### src/rtl/ram_bus_arbiter.sv
// Round-robin owner of the shared RAM port: one cache client at a time, held for a whole line transfer.
// Latency: grant registered on the request edge; RAM mux and read-data broadcast are combinational.
// Backpressure: non-owners simply wait on req; their strobes are blocked from the RAM and flagged in conflict.
module ram_bus_arbiter #(
   parameter int CLIENTS     = 4,
   parameter int ADDR_WIDTH  = 14,
   parameter int DATA_WIDTH  = 10,
   parameter int TAIL_CYCLES = 1,
   parameter int CNT_WIDTH   = 16
) (
   input  logic                           clk,
   input  logic                           rst,
   input  logic [CLIENTS-1:0]             req,
   input  logic [CLIENTS*ADDR_WIDTH-1:0]  cl_addr,
   input  logic [CLIENTS-1:0]             cl_read,
   input  logic [CLIENTS-1:0]             cl_write,
   input  logic [CLIENTS*DATA_WIDTH-1:0]  cl_wdata,
   output logic [CLIENTS-1:0]             grant,
   output logic [DATA_WIDTH-1:0]          cl_rdata,
   output logic [ADDR_WIDTH-1:0]          ram_addr,
   output logic                           ram_read,
   output logic                           ram_write,
   output logic [DATA_WIDTH-1:0]          ram_data_in,
   input  logic [DATA_WIDTH-1:0]          ram_data_out,
   input  logic                           conflict_clr,
   output logic                           conflict,
   output logic [CNT_WIDTH-1:0]           hold_cnt,
   output logic [$clog2(CLIENTS)-1:0]     D_OWNER,
   output logic [1:0]                     D_STATE
);

   localparam int OW = $clog2(CLIENTS);

   typedef enum logic [1:0] {
      IDLE = 2'd0,
      OWN  = 2'd1,
      TAIL = 2'd2
   } state_t;

   state_t               state, state_nxt;
   logic [OW-1:0]        owner, owner_nxt;
   logic [OW-1:0]        ptr, ptr_nxt;
   logic [OW-1:0]        win_idx;
   logic [OW-1:0]        owner_inc;
   logic                 win_found;
   logic [CLIENTS-1:0]   grant_nxt;
   logic [1:0]           tail_cnt, tail_nxt;
   logic [CNT_WIDTH-1:0] hold_nxt;
   logic [CNT_WIDTH-1:0] hold_sat;

   // Pick the first requester at or after ptr, wrapping modulo CLIENTS.
   always_comb begin
      win_found = 1'b0;
      win_idx   = '0;
      for (int k = 0; k < CLIENTS; k++) begin
         if (!win_found && req[(int'(ptr) + k) % CLIENTS]) begin
            win_found = 1'b1;
            win_idx   = OW'((int'(ptr) + k) % CLIENTS);
         end
      end
   end

   assign owner_inc = (owner == OW'(CLIENTS - 1)) ? '0 : owner + 1'b1;
   assign hold_sat  = (hold_cnt == '1) ? hold_cnt : hold_cnt + 1'b1;

   // Next-state logic: grant on request, hold while the owner requests, drain the tail, then rotate.
   always_comb begin
      state_nxt = state;
      owner_nxt = owner;
      ptr_nxt   = ptr;
      grant_nxt = grant;
      tail_nxt  = tail_cnt;
      hold_nxt  = hold_cnt;
      case (state)
         IDLE: begin
            if (win_found) begin
               state_nxt = OWN;
               owner_nxt = win_idx;
               grant_nxt = CLIENTS'(1) << win_idx;
               hold_nxt  = '0;
            end
         end
         OWN: begin
            hold_nxt = hold_sat;
            if (!req[owner]) begin
               state_nxt = TAIL;
               tail_nxt  = 2'(TAIL_CYCLES - 1);
            end
         end
         TAIL: begin
            // A re-raised req here is deliberately ignored: no re-extension.
            hold_nxt = hold_sat;
            if (tail_cnt == 2'd0) begin
               state_nxt = IDLE;
               grant_nxt = '0;
               ptr_nxt   = owner_inc;
            end else begin
               tail_nxt = tail_cnt - 2'd1;
            end
         end
         default: begin
            state_nxt = IDLE;
            grant_nxt = '0;
         end
      endcase
   end

   // State register; reset abandons any transfer and drops grant at once.
   always_ff @(posedge clk or posedge rst) begin
      if (rst) begin
         state    <= IDLE;
         owner    <= '0;
         ptr      <= '0;
         grant    <= '0;
         tail_cnt <= '0;
         hold_cnt <= '0;
      end else begin
         state    <= state_nxt;
         owner    <= owner_nxt;
         ptr      <= ptr_nxt;
         grant    <= grant_nxt;
         tail_cnt <= tail_nxt;
         hold_cnt <= hold_nxt;
      end
   end

   // Sticky flag for strobes from clients that do not hold the grant; set wins over clear.
   always_ff @(posedge clk or posedge rst) begin
      if (rst) begin
         conflict <= 1'b0;
      end else if (|((cl_read | cl_write) & ~grant)) begin
         conflict <= 1'b1;
      end else if (conflict_clr) begin
         conflict <= 1'b0;
      end
   end

   // Forward only the owner's bus to the RAM; everything is quiet while nobody holds the grant.
   always_comb begin
      ram_addr    = '0;
      ram_read    = 1'b0;
      ram_write   = 1'b0;
      ram_data_in = '0;
      if (|grant) begin
         ram_addr    = cl_addr[int'(owner) * ADDR_WIDTH +: ADDR_WIDTH];
         ram_read    = cl_read[owner];
         ram_write   = cl_write[owner];
         ram_data_in = cl_wdata[int'(owner) * DATA_WIDTH +: DATA_WIDTH];
      end
   end

   assign cl_rdata = ram_data_out;
   assign D_OWNER  = owner;
   assign D_STATE  = state;

endmodule

### config.mk
export PLATFORM = sky130hd
export DESIGN_NAME = ram_bus_arbiter
export DESIGN_NICKNAME = d
export VERILOG_FILES = /design/src/rtl/ram_bus_arbiter.sv
export SDC_FILE = /design/constraint.sdc
export NUM_CORES = 1
export LEC_CHECK = 0
export ABC_AREA = 0
export ABC_CLOCK_PERIOD_IN_PS = 1800
export CORE_MARGIN = 2
export CORE_UTILIZATION = 33
export CTS_CLUSTER_SIZE = 28
export DETAILED_ROUTE_END_ITERATION = 12
export GPL_TIMING_DRIVEN = 0
export PLACE_DENSITY = 0.79
export REMOVE_ABC_BUFFERS = 1
export SLEW_MARGIN = 30
export SYNTH_ARGS = -nofsm -noshare
export SYNTH_HDL_FRONTEND = slang
export SYNTH_SLANG_ARGS = --single-unit
### constraint.sdc
create_clock -name clk -period 1.8 [get_ports clk]
set_clock_uncertainty 0.05 [all_clocks]
set_input_delay 0.36 -clock clk [delete_from_list [all_inputs] [get_ports clk]]
set_output_delay 0.36 -clock clk [all_outputs]
set_load 0.01 [all_outputs]
# After elaboration in Yosys (flattened, before gate mapping)
# Cells that the tools add are included.
[totals]
elab_cells = 107
output_inout_bits = 61
regBits = 29
[classes]
n_lt_le_gt_ge = 5
n_bitwise = 7
n_addsub = 6
n_mul = 2
n_shift = 3
mux = 45
reduce_logical = 23
eq_ne = 9
[ops]
columns = ["op", "count"]
rows = [
  ["56-bit by 7-bit indexed part select with 14-bit output", 1],
  ["40-bit by 7-bit indexed part select with 10-bit output", 1],
  ["16-bit 2-to-1 mux", 2],
  ["16-bit case mux with 2 select lines", 1],
  ["2-bit 2-to-1 mux", 10],
  ["1-bit 2-to-1 mux", 18],
  ["16-bit by 1-bit adder with 16-bit output, second input constant", 1],
  ["16-bit equality test, second input constant", 1],
  ["1-bit binary-select mux with 2-bit select", 7],
  ["14-bit 2-to-1 mux", 1],
  ["3-bit by 4-bit < comparator with 1-bit output, second input constant", 3],
  ["4-bit case mux with 3 select lines", 1],
  ["3-bit AND reduction", 4],
  ["2-bit by 3-bit multiplier with 5-bit output, second input constant", 2],
  ["10-bit 2-to-1 mux", 1],
  ["2-bit != test, second input constant", 5],
  ["4-bit 2-to-1 mux", 2],
  ["2-bit OR reduction", 4],
  ["4-bit OR reduction", 2],
  ["2-bit by 3-bit < comparator with 1-bit output, second input constant", 2],
  ["2-bit case mux with 3 select lines", 1],
  ["2-bit nonzero test", 3],
  ["2-bit by 1-bit adder with 2-bit output, second input constant", 2],
  ["2-bit adder, second input constant", 2],
  ["14 further kinds", 23],
]

# Depth between registers and ports, before layout
# Gate-level depths: netlist of the first run.
[depth]
ltp_word = 17
mapped_depth = 8

# Least setup slack after synthesis of the first run
# OpenSTA, ideal clock, no wires.
[synth_path]
path_kind = "reg2reg"
startpoint = "register state[0], in the netlist D_STATE[0]"
endpoint = "register hold_cnt[0]"
synth_period_minus_slack_ns = 2.033
path_stages_with_launch = 8
path_slack_ns = -0.233
t_arrival_ns = 1.858
path_buffers = 1
path_cell_list = "dfrtp_1 inv_1 ha_1 buf_2 nor2_1 a21o_2 a21oi_1 mux2_2"
[synth_between]
elab_chain_len = 4
[synth_lines]
columns = ["item", "line", "text"]
rows = [
  ["start: declaration", "40", "state_t state, state_nxt;"],
  ["start signal: assignment", "118", "state <= state_nxt;"],
  ["2-bit equality test / 2-bit by 1-bit equality test with 1-bit output (equally long branches)", "74", "case (state)"],
  ["2-bit OR reduction (no line)", "-", ""],
  ["2-bit != test (no line) / 2-bit nonzero test (equally long branches)", "-", ""],
  ["3-bit AND reduction (no line)", "-", ""],
  ["end signal: assignment", "123", "hold_cnt <= hold_nxt;"],
  ["end: declaration", "27", "output logic [CNT_WIDTH-1:0] hold_cnt,"],
]
# Several ways; a longest one is shown, not always the timed one.
# A chain may end at the register's enable or synchronous reset.

# Worst setup path after layout of the first run
[layout_path]
startpoint = "register owner[0], in the netlist D_OWNER[0]"
endpoint = "output ram_addr[12]"
[layout_between]
elab_chain_len = 3
[layout_lines]
columns = ["item", "line", "text"]
rows = [
  ["start: declaration", "41", "logic [OW-1:0] owner, owner_nxt;"],
  ["start signal: assignment", "119", "owner <= owner_nxt;"],
  ["2-bit by 3-bit multiplier with 5-bit output", "145", "ram_addr = cl_addr[int'(owner) * ADDR_WIDTH +: ADDR_WIDTH];"],
  ["56-bit by 7-bit indexed part select with 14-bit output", "145", ""],
  ["14-bit 2-to-1 mux", "144", "if (|grant) begin"],
  ["end: declaration", "20", "output logic [ADDR_WIDTH-1:0] ram_addr,"],
]
# Every way passes these cells.

==> impl_results.md, run 1 <==
- CP arrival: 1.79 ns
- Area of the core: 7810 µm²
- Number of global-route vias before repair: 3,097
- Vias: 3,111
- Fin. max-slew vios: 0
- Buf+Inv Stages, Crit Path: 3
- Synth Area per Inst: 10.2 µm²
- Height of the chip: 94.2 µm
- GRT Resource Usage Total: 24.1%
- Critical path's top delay family: multiplexers
- Crit-path cells: buf_6 -> buf_12 -> mux4_2 -> nor2b_1 -> buf_2
- Routability cong.: 0.851
- Syn Inst Count: 262
- Main flop type after synthesis: dfrtp_1
- Cts hold-fix bufs: 0
- FF-to-FF End: D_STATE[1]
- Failing checks: negative setup slack
- Number of diodes: 0
- Setup TNS: -10.26 ns
- Worst IR Drop VDD: 0.809 mV
- Worst min path class: in -> async
- Fraction of the cycle the final worst path needs: 122%
- Detailed Route WL: 11,700 µm
- Most common cell after layout, fill and taps aside: clkdlybuf4s50_1
- Most Used Layer, Global Route: met2
- Largest net degree at the start of global routing: 30
- Worst Setup Path Type: reg -> out
- Htree depth: 2
- Slowest stage cell, crit path: mux4_2
- Global Route met2 Usage: 42.4%
- Place WS: -0.711 ns
- Worst reg-to-reg path cell count: 6
- Outcome: finished with violations
- Worst path required time: 1.39 ns
- Setup crit end kind: output port
- Async SR Flop Fraction: 100%
- Final Util: 66.7%
- Post-DP HPWL: 7280 µm
- Worst setup SP type: flop
- Unrepaired setup endpoints after global routing: yes
- Clock root buffer: clkbuf_8
- Share of cells above drive strength 1: 35.8%
- # nets final: 588
- Hold Vio Cnt, Final: 0
- CP peak stage delay: 0.50 ns
- Sequential fraction of the synthesis area: 27.0%
- FMAX: 454 MHz
- Met1 usage: 26.4%
- R2r setup slk: -0.26 ns
- Most frequent cells in the layout: clkdlybuf4s50_1 (125), buf_6 (29), mux4_2 (27), buf_4 (24), dfrtp_1 (23)
- Worst slew margin: 57.3%
- DR iter-0 viols: 148
- Worst-Margin Slew: 0.640 ns
- Synth unique cells: 50
- Final ANT Viol Nets: 0
- Synth Cell Area: 2690 µm²
- Hold_ws: 0.432 ns
- CTS tree: yes
- LEAKAGE: 2.22 nW
- Reg2reg start: D_OWNER[0]
- Max-Cap Viols: 0
- Antenna violations before repair: 0
- Met3 Use GR: 7.30%
- Yosys warns: 0
- Global-route wire length before repair: 16,500 µm
- Clock Tree Buf Depth: 2
- Area occupied by multi-input gates: 2070 µm²
- Synthesized flop and latch total: 29
- Setup WS post-layout: -0.402 ns
- Crit-path max FO: 5
- DR DRC count: 0
- Skew-Pair Late Insertion Delay: 0.29 ns
- Top-Level Pins: 182
- Routed len/inst: 20.8 µm
- Top post-synthesis cells by area: dfrtp_1 (27%), mux4_2 (23%), nor2b_1 (7.0%), buf_4 (3.6%), nand2_1 (3.4%)
- Final setup fails: 32
- Number of synthesized flops with an enable pin: 0
- Area grow syn2layout: 94.1%
- Via density: 5.53
- Final Critical Period: 2.20 ns
- Synth area leader: dfrtp_1
- Initial core utilization: 34.4%
- Pwr dens: 1500 nW/µm²
- First drt pass iteration count: 4
- Total die area: 8870 µm²
- Worst-path clk slew: 0.07 ns
- Layout fillers: 580
- Cell Rows: 32
- Num Clock Sinks: 29
- Seq. cell area: 738 µm²
- TritonCTS Buffers: 5
- Share of the synthesized area in the top cell type: 27.0%
- GR Overflow Total: 0
- Die X: 94.2 µm
- # port buffers: 161
==> worst max path at each step <==
stage                     startpoint            to  slack (ns)  cells past startpoint
after floorplan           D_OWNER[0]    D_STATE[1]       -0.87                      3
after global placement    D_OWNER[0]  ram_addr[11]       -1.60                      3
after detailed placement  D_STATE[0]   hold_cnt[0]       -0.71                      6
after CTS                 D_OWNER[0]   ram_addr[6]       -0.51                      6
after global routing      D_OWNER[0]  ram_addr[12]       -0.45                      5
final                     D_OWNER[0]  ram_addr[12]       -0.40                      5
==> flip-flops by register name, summed over array words and instances (netlist names) <==
signal and flops:
hold_cnt 16, tail_cnt 2, conflict 1, grant 4, D_STATE 2, D_OWNER 2, ptr 2
==> per-stage QoR <==
stage	area (µm²)	instances	total power, mW
floorplan	2530	240	3.36
global route	5210	563	8.26
CTS	4780	547	6.80
finish	5210	563	7.83
global placement	4270	503	4.72
detailed placement	4320	506	5.36
==> final cells by class <==
type                       instances  share of cell area [%]
timing repair buffer             212                    40.5
multi-input combinational        200                    39.7
sequential                        29                    14.2
tap                              102                    2.45
clock buffer                       6                    1.58
inverter                          12                   0.864
clock inverter                     2                   0.720
==> cells by family (layout without fill, tap and decap cells) <==
kind of cell | count (synthesis) | after routing | synth area share, %
simple gates | 106 | 106 | 22.2
flops | 29 | 29 | 27.0
fa+ha+maj | 7 | 7 | 3.26
compound gates | 48 | 49 | 13.1
buf+inv | 34 | 232 | 7.32
mux | 38 | 38 | 27.0
==> metal layers <==
layer / up-vias / routed length [µm]
li1: 1383 / -
met1: 1505 / 4080
met2: 190 / 6050
met3: 33 / 1170
met4: 0 / 423
met5: - / 0
==> power by group <==
part	total, mW	leakage (nW)	internal, mW	switching, mW
clock network	0.730	0.0574	0.450	0.280
registers	1.02	0.377	0.819	0.202
logic	6.07	1.79	3.27	2.80
==> Yosys cell counts, types with 7 or more instances <==
library cell and n:
buf_4 13, dfrtp_1 29, nor2_1 8, o21ai_0 7
nor2b_1 30, ha_1 7, nand4_1 9, nand2_1 24
nor4_1 8, mux2i_1 8, mux4_2 27, nand2b_1 8
inv_1 12
==> repair_timing <==
action / in CTS / in global routing
pin swaps: 7 / 16
gates resized for setup: 147 / 62
cloned: 1 / 2
setup buffers: 32 / 16
setup endpoints to repair: 52 / 54
hold endpoints to repair: 0 / 0
(Power assumes the default switching activity.)
==> run 2: changes to the inputs <==
Settings changed: ABC_AREA 0 to 1, CORE_UTILIZATION 33 to 35, PLACE_DENSITY 0.79 to 0.78, SETUP_SLACK_MARGIN set to 0.5.
==> run 2 against run 1 <==
The flow still finishes with violations (negative setup slack). Worst setup slack better by 0.059 ns. Global-route usage is 5.7 points higher. Combinational power is 42% higher. Synthesized cell count is 88% higher. Clock-buffer cell count is 1 lower. Via count is 47% higher. Wire length is 37% higher. Critical path depth is 2 higher. Utilization is 8.0 points higher. Non-clock buffer count is 47 higher. Register-to-register slack better by 0.25 ns. Sequential share of layout area is 2.6 points lower. Critical endpoint is now ram_addr[13].
==> impl_results.md, run 2 <==
- First drt pass iteration count: 5
- Clock Tree Buf Depth: 2
- Worst-Margin Slew: 0.630 ns
- Failing checks: negative setup slack
- Setup TNS: -5.95 ns
- Number of synthesized flops with an enable pin: 0
- Total die area: 9680 µm²
- Synth area leader: dfrtp_1
- Antenna violations before repair: 0
- Unrepaired setup endpoints after global routing: yes
- GRT Resource Usage Total: 29.8%
- Worst Setup Path Type: reg -> out
- # nets final: 859
- Largest regs: hold_cnt: 16 flops, grant: 4 flops
- Yosys warns: 0
- Worst IR Drop VDD: 1.13 mV
- CTS tree: yes
- Fin. max-slew vios: 0
- Worst slew margin: 57.9%
- Synth unique cells: 36
- Height of the chip: 98.4 µm
- Buf+Inv Stages, Crit Path: 3
- Setup crit end kind: output port
- Largest net degree at the start of global routing: 30
- Htree depth: 2
- Biggest register: hold_cnt
- Hold Vio Cnt, Final: 0
- TritonCTS Buffers: 5
- Fraction of the cycle the final worst path needs: 119%
- Final ANT Viol Nets: 0
- Initial core utilization: 35.9%
- Outcome: finished with violations
- Max-Cap Viols: 0
- Share of cells above drive strength 1: 47.5%
- Post-DP HPWL: 8130 µm
- LEAKAGE: 2.92 nW
- Detailed Route WL: 16,100 µm
- Pwr dens: 1570 nW/µm²
- Cell Rows: 34
- Number of global-route vias before repair: 4,497
- Top post-synthesis cells by area: dfrtp_1 (23%), nor2_1 (14%), o21ai_0 (9.0%), nand2_1 (8.9%), a21oi_1 (5.9%)
- Number of diodes: 0
- CP peak stage delay: 0.54 ns
- Final setup fails: 29
- Slowest stage cell, crit path: dfrtp_4
- Worst path required time: 1.39 ns
- Syn Inst Count: 493
- Skew-Pair Late Insertion Delay: 0.29 ns
- Num Clock Sinks: 29
- Area grow syn2layout: 108%
- Worst-path clk slew: 0.07 ns
- Final Critical Period: 2.14 ns
- Async SR Flop Fraction: 100%
- Main flop type after synthesis: dfrtp_1
- Share of the synthesized area in the top cell type: 23.3%
- Routed len/inst: 19.2 µm
- GR Overflow Total: 0
- DR iter-0 viols: 279
- Via density: 5.45
- Most used cell, CP: nor2_1
- # port buffers: 161
- Area of the core: 8680 µm²
- Synthesized flop and latch total: 29
- Die X: 98.4 µm
- FMAX: 467 MHz
- Setup WS post-layout: -0.343 ns
- Seq. cell area: 751 µm²
- Final Util: 74.7%
- Max reg flops: 16
- Crit-path cells: buf_4 -> buf_12 -> nor2_1 -> nor2_1 -> o21ai_1 -> a21oi_1 -> buf_2
- Critical path's top delay family: flip-flops
- Sequential fraction of the synthesis area: 23.3%
- Crit-path max FO: 8
- Global-route wire length before repair: 23,400 µm
- Area occupied by multi-input gates: 2650 µm²
- Worst min path class: in -> async
- Worst setup SP type: flop
- DR DRC count: 0
- Layout fillers: 575
- Clock root buffer: clkbuf_8
- CP arrival: 1.73 ns
- Top-Level Pins: 182
- Count leader, synth: nor2_1
- Routability cong.: 0.880
- Synth Cell Area: 3120 µm²
- Synth Area per Inst: 6.33 µm²
- Post-synth top cells: nor2_1 (118), nand2_1 (74), o21ai_0 (56), a21oi_1 (37), inv_1 (30)
- Most frequent cells in the layout: clkdlybuf4s50_1 (107), nor2_1 (81), buf_6 (54), nand2_1 (52), buf_4 (44)
- Most common cell after layout, fill and taps aside: clkdlybuf4s50_1
- Vias: 4,577
- Hold_ws: 0.421 ns
-- run 2: cell count changes after synthesis, moves of 13 or more --
cell,before,now
a21oi_1,5,37
clkbuf_1,2,15
inv_1,12,30
mux4_2,27,0
nand2_1,24,74
nand2_2,0,22
nand3_1,2,20
nor2_1,8,118
nor2b_1,30,0
o21ai_0,7,56
o21ai_2,1,14
-- run 2: repair_timing --
action	in CTS	in global routing
pin swaps	60	63
endpoints found under the setup margin	79	74
gates cloned	12	1
resized for setup	376	128
hold buffers	0	0
buffers inserted	74	15
-- run 2: kinds of logic (layout without fill, tap and decap cells) --
group | Yosys count | after routing | share of synthesized area, %
simple gates | 265 | 268 | 39.2
compound gates | 114 | 114 | 20.5
buf+inv | 68 | 304 | 11.4
fa+ha+maj | 7 | 7 | 2.81
flops | 29 | 29 | 23.3
xor+xnor | 10 | 10 | 2.81
-- run 2: layout make-up --
| type | instances | share of cell area, % |
|---|---|---|
| Sequential cell | 29 | 11.6 |
| Tap cell | 108 | 2.08 |
| Timing Repair inverter | 3 | 0.752 |
| Inverter | 34 | 2.55 |
| Clock inverter | 3 | 0.270 |
| Clock buffer | 5 | 1.06 |
| Timing Repair Buffer | 259 | 40.9 |
| Multi-Input combinational cell | 399 | 40.8 |
-- run 2: where the power goes --
group / switching [mW] / internal, mW / leakage, nW
registers: 0.190 / 0.796 / 0.361
clock network: 0.289 / 0.267 / 0.0439
logic: 4.71 / 3.91 / 2.51
-- run 2: final timing paths --
check                             from            to  slack [ns]  depth (start not counted)
setup / recovery            D_OWNER[0]  ram_addr[13]       -0.34                          7
hold / removal                     rst   hold_cnt[9]        0.42                          2
setup reg to reg            D_OWNER[0]    D_STATE[1]       -0.01                          9
hold reg to reg            tail_cnt[1]   tail_cnt[1]        0.46                          2
max in group asynchronous          rst    D_OWNER[0]        0.81                          2
min in group clk           tail_cnt[1]   tail_cnt[1]        0.46                          2
-- run 2: routing by layer --
metal  vias up  global-route usage [%]  part of all wire (%)
met2       263                    52.8                    52
met3        47                    5.94                   7.5
met4         0                    10.5                   3.2
li1       2096                       -                     -
met5         -                       0                     0
met1      2171                    35.7                    38
-- run 2: stage by stage --
stage	std cells	area (µm²)	worst slack [ns]	total power, mW
floorplan	459	2890	-1.14	3.73
global placement	728	4640	-2.51	5.25
detailed placement	730	4670	-1.38	5.40
CTS	824	5930	-0.228	8.67
global route	840	6480	-0.356	10.7
finish	840	6480	-0.343	10.2
-- run 2: worst register-to-register path: stages (launching register included) --
cell and delay (ns):
dfrtp_4 0.54, buf_12 0.18, buf_16 0.15, buf_8 0.13, o21ai_4 0.12, nand2_2 0.09
a21oi_2 0.15, nand2_2 0.13, nor2_4 0.11, a21oi_1 0.05
